File: config.mk
export PLATFORM = sky130hd
export DESIGN_NAME = jstk2_spi_ctrl
export DESIGN_NICKNAME = d
export VERILOG_FILES = /design/src/rtl/jstk2_pkg.sv /design/src/rtl/jstk2_spi_byte.sv /design/src/rtl/jstk2_spi_ctrl.sv
export SDC_FILE = /design/constraint.sdc
export NUM_CORES = 1
export LEC_CHECK = 0
export CAP_MARGIN = 20
export CORE_MARGIN = 2
export CORE_UTILIZATION = 32
export DETAILED_ROUTE_END_ITERATION = 12
export PLACE_DENSITY = 0.56
export SYNTH_ARGS = -nofsm -noshare
export SYNTH_HDL_FRONTEND = slang
export SYNTH_SLANG_ARGS = --single-unit
File: constraint.sdc
create_clock -name CLK -period 2.2 [get_ports CLK]
set_input_delay 0.33 -clock CLK [delete_from_list [all_inputs] [get_ports CLK]]
set_output_delay 0.33 -clock CLK [all_outputs]
set_load 0.01 [all_outputs]
File: src/rtl/jstk2_pkg.sv
// Shared types and constants for the PmodJSTK2 SPI master.
package jstk2_pkg;

    typedef enum logic [2:0] {
        StIdle,
        StSsSetup,
        StShift,
        StByteGap,
        StFinish
    } state_e;

    localparam int unsigned PKT_BYTES = 5;
    localparam int unsigned CNT_W     = 16;

    localparam logic [7:0] CMD_GET_POS = 8'hC0;
    localparam logic [7:0] CMD_SET_LED = 8'h84;

    localparam int unsigned SCLK_HALF_DEFAULT    = 90;
    localparam int unsigned SS_SETUP_CYC_DEFAULT = 180;
    localparam int unsigned BYTE_GAP_CYC_DEFAULT = 120;

endpackage

File: src/rtl/jstk2_spi_byte.sv
// One SPI mode-0 byte: SCLK generation, MSB-first shift out on MOSI, sample MISO on SCLK rise.
module jstk2_spi_byte
    import jstk2_pkg::*;
#(
    parameter int unsigned SCLK_HALF = SCLK_HALF_DEFAULT
) (
    input  logic       CLK,
    input  logic       RST,
    input  logic       start,
    input  logic [7:0] tx_byte,
    input  logic       miso,
    output logic       sclk,
    output logic       mosi,
    output logic [7:0] rx_byte,
    output logic       done
);

    logic             run_q;
    logic [CNT_W-1:0] cnt_q;
    logic [2:0]       bit_q;
    logic             sclk_q;
    logic [7:0]       tx_q;
    logic [7:0]       rx_q;
    logic             half_end;

    assign half_end = run_q && (cnt_q == CNT_W'(SCLK_HALF - 1));
    // Asserted in the cycle whose closing edge drives the 8th SCLK fall.
    assign done     = half_end && sclk_q && (bit_q == 3'd7);
    assign sclk     = sclk_q;
    assign mosi     = tx_q[7];
    assign rx_byte  = rx_q;

    always_ff @(posedge CLK) begin
        if (RST) begin
            run_q  <= 1'b0;
            cnt_q  <= '0;
            bit_q  <= '0;
            sclk_q <= 1'b0;
            tx_q   <= '0;
            rx_q   <= '0;
        end else if (start) begin
            run_q  <= 1'b1;
            cnt_q  <= '0;
            bit_q  <= '0;
            sclk_q <= 1'b0;
            tx_q   <= tx_byte;
            rx_q   <= '0;
        end else if (run_q) begin
            if (half_end) begin
                cnt_q  <= '0;
                sclk_q <= ~sclk_q;
                if (!sclk_q) begin
                    rx_q <= {rx_q[6:0], miso};
                end else begin
                    tx_q  <= {tx_q[6:0], 1'b0};
                    bit_q <= bit_q + 3'd1;
                    if (bit_q == 3'd7) begin
                        run_q <= 1'b0;
                    end
                end
            end else begin
                cnt_q <= cnt_q + CNT_W'(1);
            end
        end
    end

endmodule

File: src/rtl/jstk2_spi_ctrl.sv
// PmodJSTK2 5-byte SPI transaction sequencer: SS framing, setup/byte gaps, packet assembly.
// Define JSTK2_MISO_SYNC_EN to pass MISO through a two-flop synchronizer before sampling.
module jstk2_spi_ctrl
    import jstk2_pkg::*;
#(
    parameter int unsigned SCLK_HALF    = SCLK_HALF_DEFAULT,
    parameter int unsigned SS_SETUP_CYC = SS_SETUP_CYC_DEFAULT,
    parameter int unsigned BYTE_GAP_CYC = BYTE_GAP_CYC_DEFAULT
) (
    input  logic        CLK,
    input  logic        RST,
    input  logic        SNDREC,
    input  logic [39:0] DIN,
    input  logic        MISO,
    output logic        SS,
    output logic        SCLK,
    output logic        MOSI,
    output logic [39:0] DOUT,
    output logic        BUSY,
    output logic        DONE
);

    state_e           state_q, state_d;
    logic [CNT_W-1:0] cnt_q, cnt_d;
    logic [2:0]       byte_cnt_q;
    logic             sndrec_q, prev_q, load_q;
    logic [39:0]      tx_q, rx_q, dout_q;
    logic             trigger, start_txn;
    logic             byte_start, byte_done, byte_mosi, miso_s;
    logic [7:0]       rx_byte;

`ifdef JSTK2_MISO_SYNC_EN
    logic [1:0] miso_sync_q;

    always_ff @(posedge CLK) begin
        if (RST) begin
            miso_sync_q <= '0;
        end else begin
            miso_sync_q <= {miso_sync_q[0], MISO};
        end
    end

    assign miso_s = miso_sync_q[1];
`else
    assign miso_s = MISO;
`endif

    // SNDREC is registered once, then edge-detected against its previous sample.
    assign trigger   = sndrec_q && !prev_q;
    assign start_txn = trigger && (state_q == StIdle) && !load_q;

    jstk2_spi_byte #(
        .SCLK_HALF(SCLK_HALF)
    ) u_byte (
        .CLK    (CLK),
        .RST    (RST),
        .start  (byte_start),
        .tx_byte(tx_q[39:32]),
        .miso   (miso_s),
        .sclk   (SCLK),
        .mosi   (byte_mosi),
        .rx_byte(rx_byte),
        .done   (byte_done)
    );

    always_comb begin
        state_d    = state_q;
        cnt_d      = cnt_q;
        byte_start = 1'b0;
        SS         = 1'b1;
        MOSI       = 1'b0;
        DONE       = 1'b0;
        unique case (state_q)
            StIdle: begin
                if (load_q) begin
                    state_d = StSsSetup;
                    cnt_d   = '0;
                end
            end
            StSsSetup: begin
                SS   = 1'b0;
                MOSI = tx_q[39];
                if (cnt_q == CNT_W'(SS_SETUP_CYC - 1)) begin
                    state_d    = StShift;
                    byte_start = 1'b1;
                end else begin
                    cnt_d = cnt_q + CNT_W'(1);
                end
            end
            StShift: begin
                SS   = 1'b0;
                MOSI = byte_mosi;
                if (byte_done) begin
                    cnt_d   = '0;
                    state_d = (byte_cnt_q == 3'(PKT_BYTES - 1)) ? StFinish : StByteGap;
                end
            end
            StByteGap: begin
                SS   = 1'b0;
                MOSI = tx_q[39];
                if (cnt_q == CNT_W'(BYTE_GAP_CYC - 1)) begin
                    state_d    = StShift;
                    byte_start = 1'b1;
                end else begin
                    cnt_d = cnt_q + CNT_W'(1);
                end
            end
            StFinish: begin
                DONE    = 1'b1;
                state_d = StIdle;
            end
            default: state_d = StIdle;
        endcase
    end

    assign BUSY = ~SS;
    assign DOUT = dout_q;

    always_ff @(posedge CLK) begin
        if (RST) begin
            state_q    <= StIdle;
            cnt_q      <= '0;
            byte_cnt_q <= '0;
            sndrec_q   <= 1'b0;
            prev_q     <= 1'b0;
            load_q     <= 1'b0;
            tx_q       <= '0;
            rx_q       <= '0;
            dout_q     <= '0;
        end else begin
            state_q  <= state_d;
            cnt_q    <= cnt_d;
            sndrec_q <= SNDREC;
            prev_q   <= sndrec_q;
            load_q   <= start_txn;
            if (start_txn) begin
                tx_q       <= DIN;
                rx_q       <= '0;
                byte_cnt_q <= '0;
            end else if (state_q == StShift && byte_done) begin
                // Next byte's MSB lands on tx_q[39] so MOSI is ready during the gap.
                tx_q       <= {tx_q[31:0], 8'h00};
                rx_q       <= {rx_q[31:0], rx_byte};
                byte_cnt_q <= byte_cnt_q + 3'd1;
                if (byte_cnt_q == 3'(PKT_BYTES - 1)) begin
                    dout_q <= {rx_q[31:0], rx_byte};
                end
            end
        end
    end

endmodule

==> results.py, run 1 <==
metrics = {
    "setup_path": {
        "cp_max_fo": 11,
        "critical_path_required_ps": 1870,
        "crit_type": "flop to output port",
        "critPathCaptureType": "output port",
        "cp-start-kind": "flop",
        "crit_arrival_ps": 1780,
        "crit_path_top_delay_cell": "clkdlybuf4s50_1",
        "path_delay_family": "buffers and inverters",
        "rrSetupSlack_ps": 140,
        "timing.rr.end": "cnt_q[10]",
        "critical_path_buf_inv_count": 1,
        "reg2reg_depth": 6,
        "reg2reg_from": "u_byte.cnt_q[12]",
        "crit_chain": "nand2_1 -> nor2_1 -> a21oi_1 -> nor2_1 -> clkdlybuf4s50_1",
        "crit_top_cell": "nor2_1",
        "cpPeakStageDelay_ps": 560,
    },
    "cells_and_area": {
        "fin_util_pct": 41.6,
        "nets": 983,
        "regArea_sq_mm": 0.00348,
        "layout-drive-gt1-share_pct": 9.31,
        "area.growth.synth_to_final_pct": 28.5,
        "antennaDiodeCount": 0,
        "fin_area_sq_mm": 0.00902,
        "fin_cells": 1225,
        "multiInputGateArea_sq_mm": 0.00327,
        "fillCellCount": 2230,
    },
    "synth": {
        "yosysUniqueCellTypes": 44,
        "syn_area_per_cell_sq_um": 8.26,
        "synth_area_sq_mm": 0.00702,
        "async_reset_ff_share_pct": 0,
        "synth_edf_count": 0,
        "synth_fp_nets": 901,
        "ys_seq_area_share_pct": 49.6,
        "synth_seq_cells": 174,
        "synthFlopType": "dfxtp_1",
        "ys_warn_count": 0,
        "synth_cells": 850,
    },
    "global_route": {
        "grtUsageTotal_pct": 14.7,
        "grt_pass1_vias": 5700,
        "antenna_found_initial": 0,
        "grt_pass1_wl_mm": 28.2,
        "overflow": 0,
        "grt_max_degree": 67,
    },
    "place": {
        "dp_hpwl_mm": 11.3,
        "io_buffers": 88,
        "place_congestion": 0.802,
        "placedCellCount": 1193,
        "postPlaceCellArea_sq_mm": 0.00841,
        "dp_slack_ps": 130,
    },
    "clocking": {
        "path_clk_slew_ps": 70,
        "cts_max_level": 4,
        "cts_buffers": 17,
        "cts.sinks": 174,
        "cts_max_path_buffers": 2,
        "cts_tree": "done",
        "clockRootBuffer": "clkbuf_16",
        "cts_setup_buffers": 0,
        "clock_latency_ps": 430,
    },
    "timing": {
        "relSlewSlack_pct": 73.0,
        "slew_violations": 0,
        "finClkSkew_ps": 10.9,
        "finalCriticalPeriod_ps": 2110,
        "holdWs_ps": 307,
        "finalCritPeriodShare_pct": 95.9,
        "setup_tns_ps": 0,
        "max_freq_mhz": 474,
        "hold_viol": 0,
        "setup_violations": 0,
        "rsz0062_at_grt": "no",
        "finalWorstSetupSlack_ps": 89.9,
        "tightestPinTransition_ps": 402,
    },
    "route": {
        "drt_wl_total_mm": 17.0,
        "drt_iter0_markers": 382,
        "num_vias": 6086,
        "drtPass1Iterations": 4,
        "postRouteAntennaNets": 0,
        "drcViolationCount": 0,
        "wl_per_cell_microns": 13.9,
        "drt-vias-per-instance": 4.97,
    },
    "die": {
        "start_util_pct": 32.4,
        "coreArea_sq_mm": 0.0217,
        "die_y_microns": 152,
        "std_cell_rows": 54,
        "ios": 89,
        "dieArea_sq_mm": 0.0231,
        "die_x_microns": 152,
    },
    "power": {
        "fin_total_pwr_mw": 6.56,
        "ir_drop_v": 0.000562,
        "power.leakage_nw": 2.98,
        "power_density_mw_per_mm2": 727,
    },
    "hold_path": {
        "whs_path_depth": 2,
        "min_path_type": "input pin to flop",
        "hp-start": "RST",
        "hold_end": "load_q",
    },
    "job": {
        "max-cap-violations": 0,
    },
    "status": {
        "status": "completed",
    },
}
sequential cells by signal (all words and copies together) (netlist names):
register,count
DOUT,40
tx_q,40
rx_q,32
cnt_q,16
u_byte.cnt_q,16
u_byte.rx_byte,8
u_byte.tx_q,8
byte_cnt_q,3
state_q,3
u_byte.bit_q,3
load_q,1
prev_q,1
sndrec_q,1
u_byte.run_q,1
u_byte.sclk,1
layer usage:
| metal | track usage, % | wire length (microns) | part of all wire [%] | vias to the layer above |
|---|---|---|---|---|
| met3 | 3.74 | 772 | 4.5 | 13 |
| met4 | 4.76 | 181 | 1.1 | 0 |
| met1 | 20.0 | 8430 | 49 | 2838 |
| li1 | - | - | - | 3115 |
| met2 | 22.7 | 7660 | 45 | 120 |
| met5 | 0 | 0 | 0 | - |
cells by family (layout without fill, tap and decap cells):
group | count (synthesis) | after routing | share of synthesized area (%)
buf+inv | 71 | 166 | 4.26
compound gates | 211 | 211 | 17.0
mux | 11 | 11 | 1.57
fa+ha+maj | 7 | 7 | 1.25
xor+xnor | 16 | 16 | 2.00
flops | 174 | 174 | 49.6
simple gates | 360 | 360 | 24.3
what timing repair did:
action                                  CTS  global route
hold buffers                              0             0
endpoints found under the setup margin    1            37
gates resized for setup                   1             5
power breakdown:
group / total, mW / switching [mW] / internal, mW
Sequential: 3.21 / 0.0223 / 3.19
Clock: 3.05 / 1.40 / 1.65
Combinational: 0.296 / 0.155 / 0.141
cells in the mapped netlist, types with 10 or more instances:
library cell,instances,area share (%)
clkbuf_1,34,1.8
nand2_1,182,9.7
o31ai_1,10,1.1
a21oi_1,145,10
a22oi_1,32,3.4
buf_2,20,1.4
mux2i_1,11,1.6
nor2_1,44,2.4
o21ai_0,13,0.93
dfxtp_1,174,50
xnor2_1,11,1.4
or4_1,11,1.2
nand3_1,58,4.1
final cells by class:
| class | instances | area share, % |
|---|---|---|
| clock buffers | 18 | 4.87 |
| well taps | 280 | 3.88 |
| multi-input cells | 605 | 36.2 |
| clock inverters | 14 | 1.80 |
| flip-flops and latches | 174 | 38.6 |
| repair buffers | 125 | 14.2 |
| inverters | 9 | 0.374 |
worst register-to-register path, stage by stage (launching register included):
cell,delay [ps]
dfxtp_1,370
nor4_4,370
and3_2,290
a31oi_2,120
buf_12,180
or4_1,510
a21oi_1,150
worst max-delay path by stage:
| stage | end | slack [ps] | cells after the start | start |
|---|---|---|---|---|
| 2_1_floorplan | rx_q[13] | 230 | 8 | u_byte.cnt_q[7] |
| 3_3_place_gp | rx_q[11] | 140 | 6 | u_byte.cnt_q[6] |
| 3_5_place_dp | cnt_q[12] | 130 | 6 | u_byte.cnt_q[12] |
| 4_1_cts | DONE | 50 | 4 | state_q[0] |
| 5_1_grt | cnt_q[8] | 20 | 8 | u_byte.cnt_q[1] |
| 6_report | MOSI | 90 | 5 | state_q[1] |
cell usage in the layout (no fill, tap or decap), types with 4 or more instances in the layout:
master and count:
nand2_1 182, dfxtp_1 173, a21oi_1 145, clkdlybuf4s50_1 87, nand3_1 58, nor2_1 43, a22oi_1 32, buf_4 28
clkbuf_16 17, o21ai_0 13, or4_1 11, mux2i_1 11, xnor2_1 11, o31ai_1 10, buf_12 10, inv_1 9
nand4_1 8, a211oi_1 8, nand2b_1 6, ha_1 6, inv_6 6, nor3_1 5, or3_1 5, xor2_1 5
and2_1 4, and3_1 4, nand3b_1 4
No activity file was read; power rests on OpenSTA's default activity.
==> run 2: changes to the inputs <==
Settings changed: CAP_MARGIN 20 to 30.
Clock period 2.2 ns to 2.4 ns, I/O delays scaled along.
==> run 2 against run 1 <==
Net effect:
- setup slack better by 92 ps
- sequential share of layout area increased by 0.86 points
- clock power decreased by 13%
- clock-buffer cell count unchanged
- via count decreased by 0.97%
- critical path depth unchanged
- register-to-register slack better by 70 ps
- largest cell class unchanged
==> results.py, run 2 (synthesis results as in run 1) <==
metrics = {
    "status": {
        "status": "completed",
    },
    "setup_path": {
        "crit_arrival_ps": 1860,
        "critPathCaptureType": "output port",
        "rrSetupSlack_ps": 210,
        "critical_path_required_ps": 2040,
        "crit_type": "flop to output port",
        "reg2reg_depth": 6,
        "timing.rr.end": "rx_q[1]",
        "crit_start": "state_q[1]",
        "reg2reg_from": "u_byte.cnt_q[7]",
        "cp_max_fo": 12,
        "cp-start-kind": "flop",
        "critPathCapture": "MOSI",
    },
    "place": {
        "dp_hpwl_mm": 11.0,
        "placedCellCount": 1182,
        "io_buffers": 88,
        "place_congestion": 0.751,
    },
    "timing": {
        "relSlewSlack_pct": 58.6,
        "finalCritPeriodShare_pct": 92.4,
        "setup_violations": 0,
        "slew_violations": 0,
        "rsz0062_at_grt": "no",
        "max_freq_mhz": 451,
        "tightestPinTransition_ps": 621,
        "hold_viol": 0,
        "finalCriticalPeriod_ps": 2220,
        "setup_tns_ps": 0,
        "finClkSkew_ps": 10.6,
    },
    "route": {
        "drcViolationCount": 0,
        "drt-vias-per-instance": 4.96,
        "drt_iter0_markers": 418,
        "drt_wl_total_mm": 16.7,
        "wl_per_cell_microns": 13.8,
        "drtPass1Iterations": 5,
        "num_vias": 6027,
        "postRouteAntennaNets": 0,
    },
    "power": {
        "power.leakage_nw": 2.89,
        "ir_drop_v": 0.000507,
        "power_density_mw_per_mm2": 663,
    },
    "die": {
        "ios": 89,
        "start_util_pct": 32.4,
        "dieArea_sq_mm": 0.0231,
        "coreArea_sq_mm": 0.0217,
        "die_y_microns": 152,
        "std_cell_rows": 54,
        "die_x_microns": 152,
    },
    "global_route": {
        "grt_pass1_vias": 5484,
        "grt_pass1_wl_mm": 27.8,
        "antenna_found_initial": 0,
        "grtUsageTotal_pct": 14.4,
        "overflow": 0,
        "grt_max_degree": 59,
    },
    "clocking": {
        "cts_max_path_buffers": 2,
        "cts_buffers": 17,
        "cts_setup_buffers": 0,
        "path_clk_slew_ps": 70,
        "post_cts_resized": 1,
        "clockRootBuffer": "clkbuf_16",
        "hold_buffers": 0,
        "cts_tree": "done",
        "clock_latency_ps": 430,
        "cts_max_level": 4,
        "cts.sinks": 174,
    },
    "cells_and_area": {
        "final_cell_mix": "nand2_1, dfxtp_1, a21oi_1, clkdlybuf4s50_1, nand3_1",
        "antennaDiodeCount": 0,
        "final_common_cell": "nand2_1",
        "nets": 972,
        "fin_util_pct": 40.7,
        "fin_cells": 1214,
        "layout-drive-gt1-share_pct": 7.82,
        "fillCellCount": 2198,
        "area.growth.synth_to_final_pct": 25.7,
    },
    "job": {
        "max-cap-violations": 0,
    },
    "hold_path": {
        "min_path_type": "input pin to flop",
    },
}
run 2: cell count changes in the layout (fill, tap and decap cells not counted), sizes merged:
cell    before  now
clkinv       4    6
bufinv       1    0
buf         38   27
inv         18   17
run 2: per-stage QoR:
step	instance area, sq um	power, mW	hold WS (ps)	worst slack, ps
global route	8820	6.05	395	83.1
floorplan	7020	3.14	432	430
finish	8820	5.85	383	181
global placement	8260	3.27	439	262
CTS	8820	5.93	370	140
detailed placement	8260	3.27	445	218
run 2: power by group:
part / leakage [nW] / internal [mW] / switching [mW]
sequential: 1.41 / 2.92 / 0.0215
combinational: 1.20 / 0.120 / 0.136
clock: 0.283 / 1.39 / 1.26
run 2: final cells by class:
class | instances | area, sq um | area share [%]
well taps | 280 | 350 | 3.97
clock buffers | 18 | 439 | 4.98
flip-flops and latches | 174 | 3480 | 39.5
clock inverters | 14 | 124 | 1.40
inverters | 9 | 33.8 | 0.383
multi-input cells | 605 | 3260 | 36.9
repair buffers | 114 | 1140 | 12.9
run 2: how the worst min path moves through the flow:
| stage | cells past startpoint | slack [ps] | end | from |
|---|---|---|---|---|
| after detailed placement | 2 | 440 | rx_q[30] | rx_q[30] |
| after global placement | 2 | 440 | DOUT[27] | DOUT[27] |
| after floorplan | 2 | 430 | rx_q[24] | rx_q[24] |
| after global routing | 2 | 400 | load_q | RST |
| after CTS | 2 | 370 | prev_q | RST |
| final | 2 | 380 | tx_q[35] | RST |
run 2: worst max-delay path: stages, from the launching register on:
cell and delay, ps:
dfxtp_2 480, nand2_1 90, nor2_1 80, a21oi_1 50, nor2_1 170, clkdlybuf4s50_1 570
run 2: routing by layer:
metal	part of all wire, %	routed length, microns	track usage (%)	vias up
met4	1.1	184	4.67	0
met2	45	7530	22.0	119
met5	0	0	0	-
met3	4.2	707	3.71	13
li1	-	-	-	3103
met1	50	8310	19.9	2792
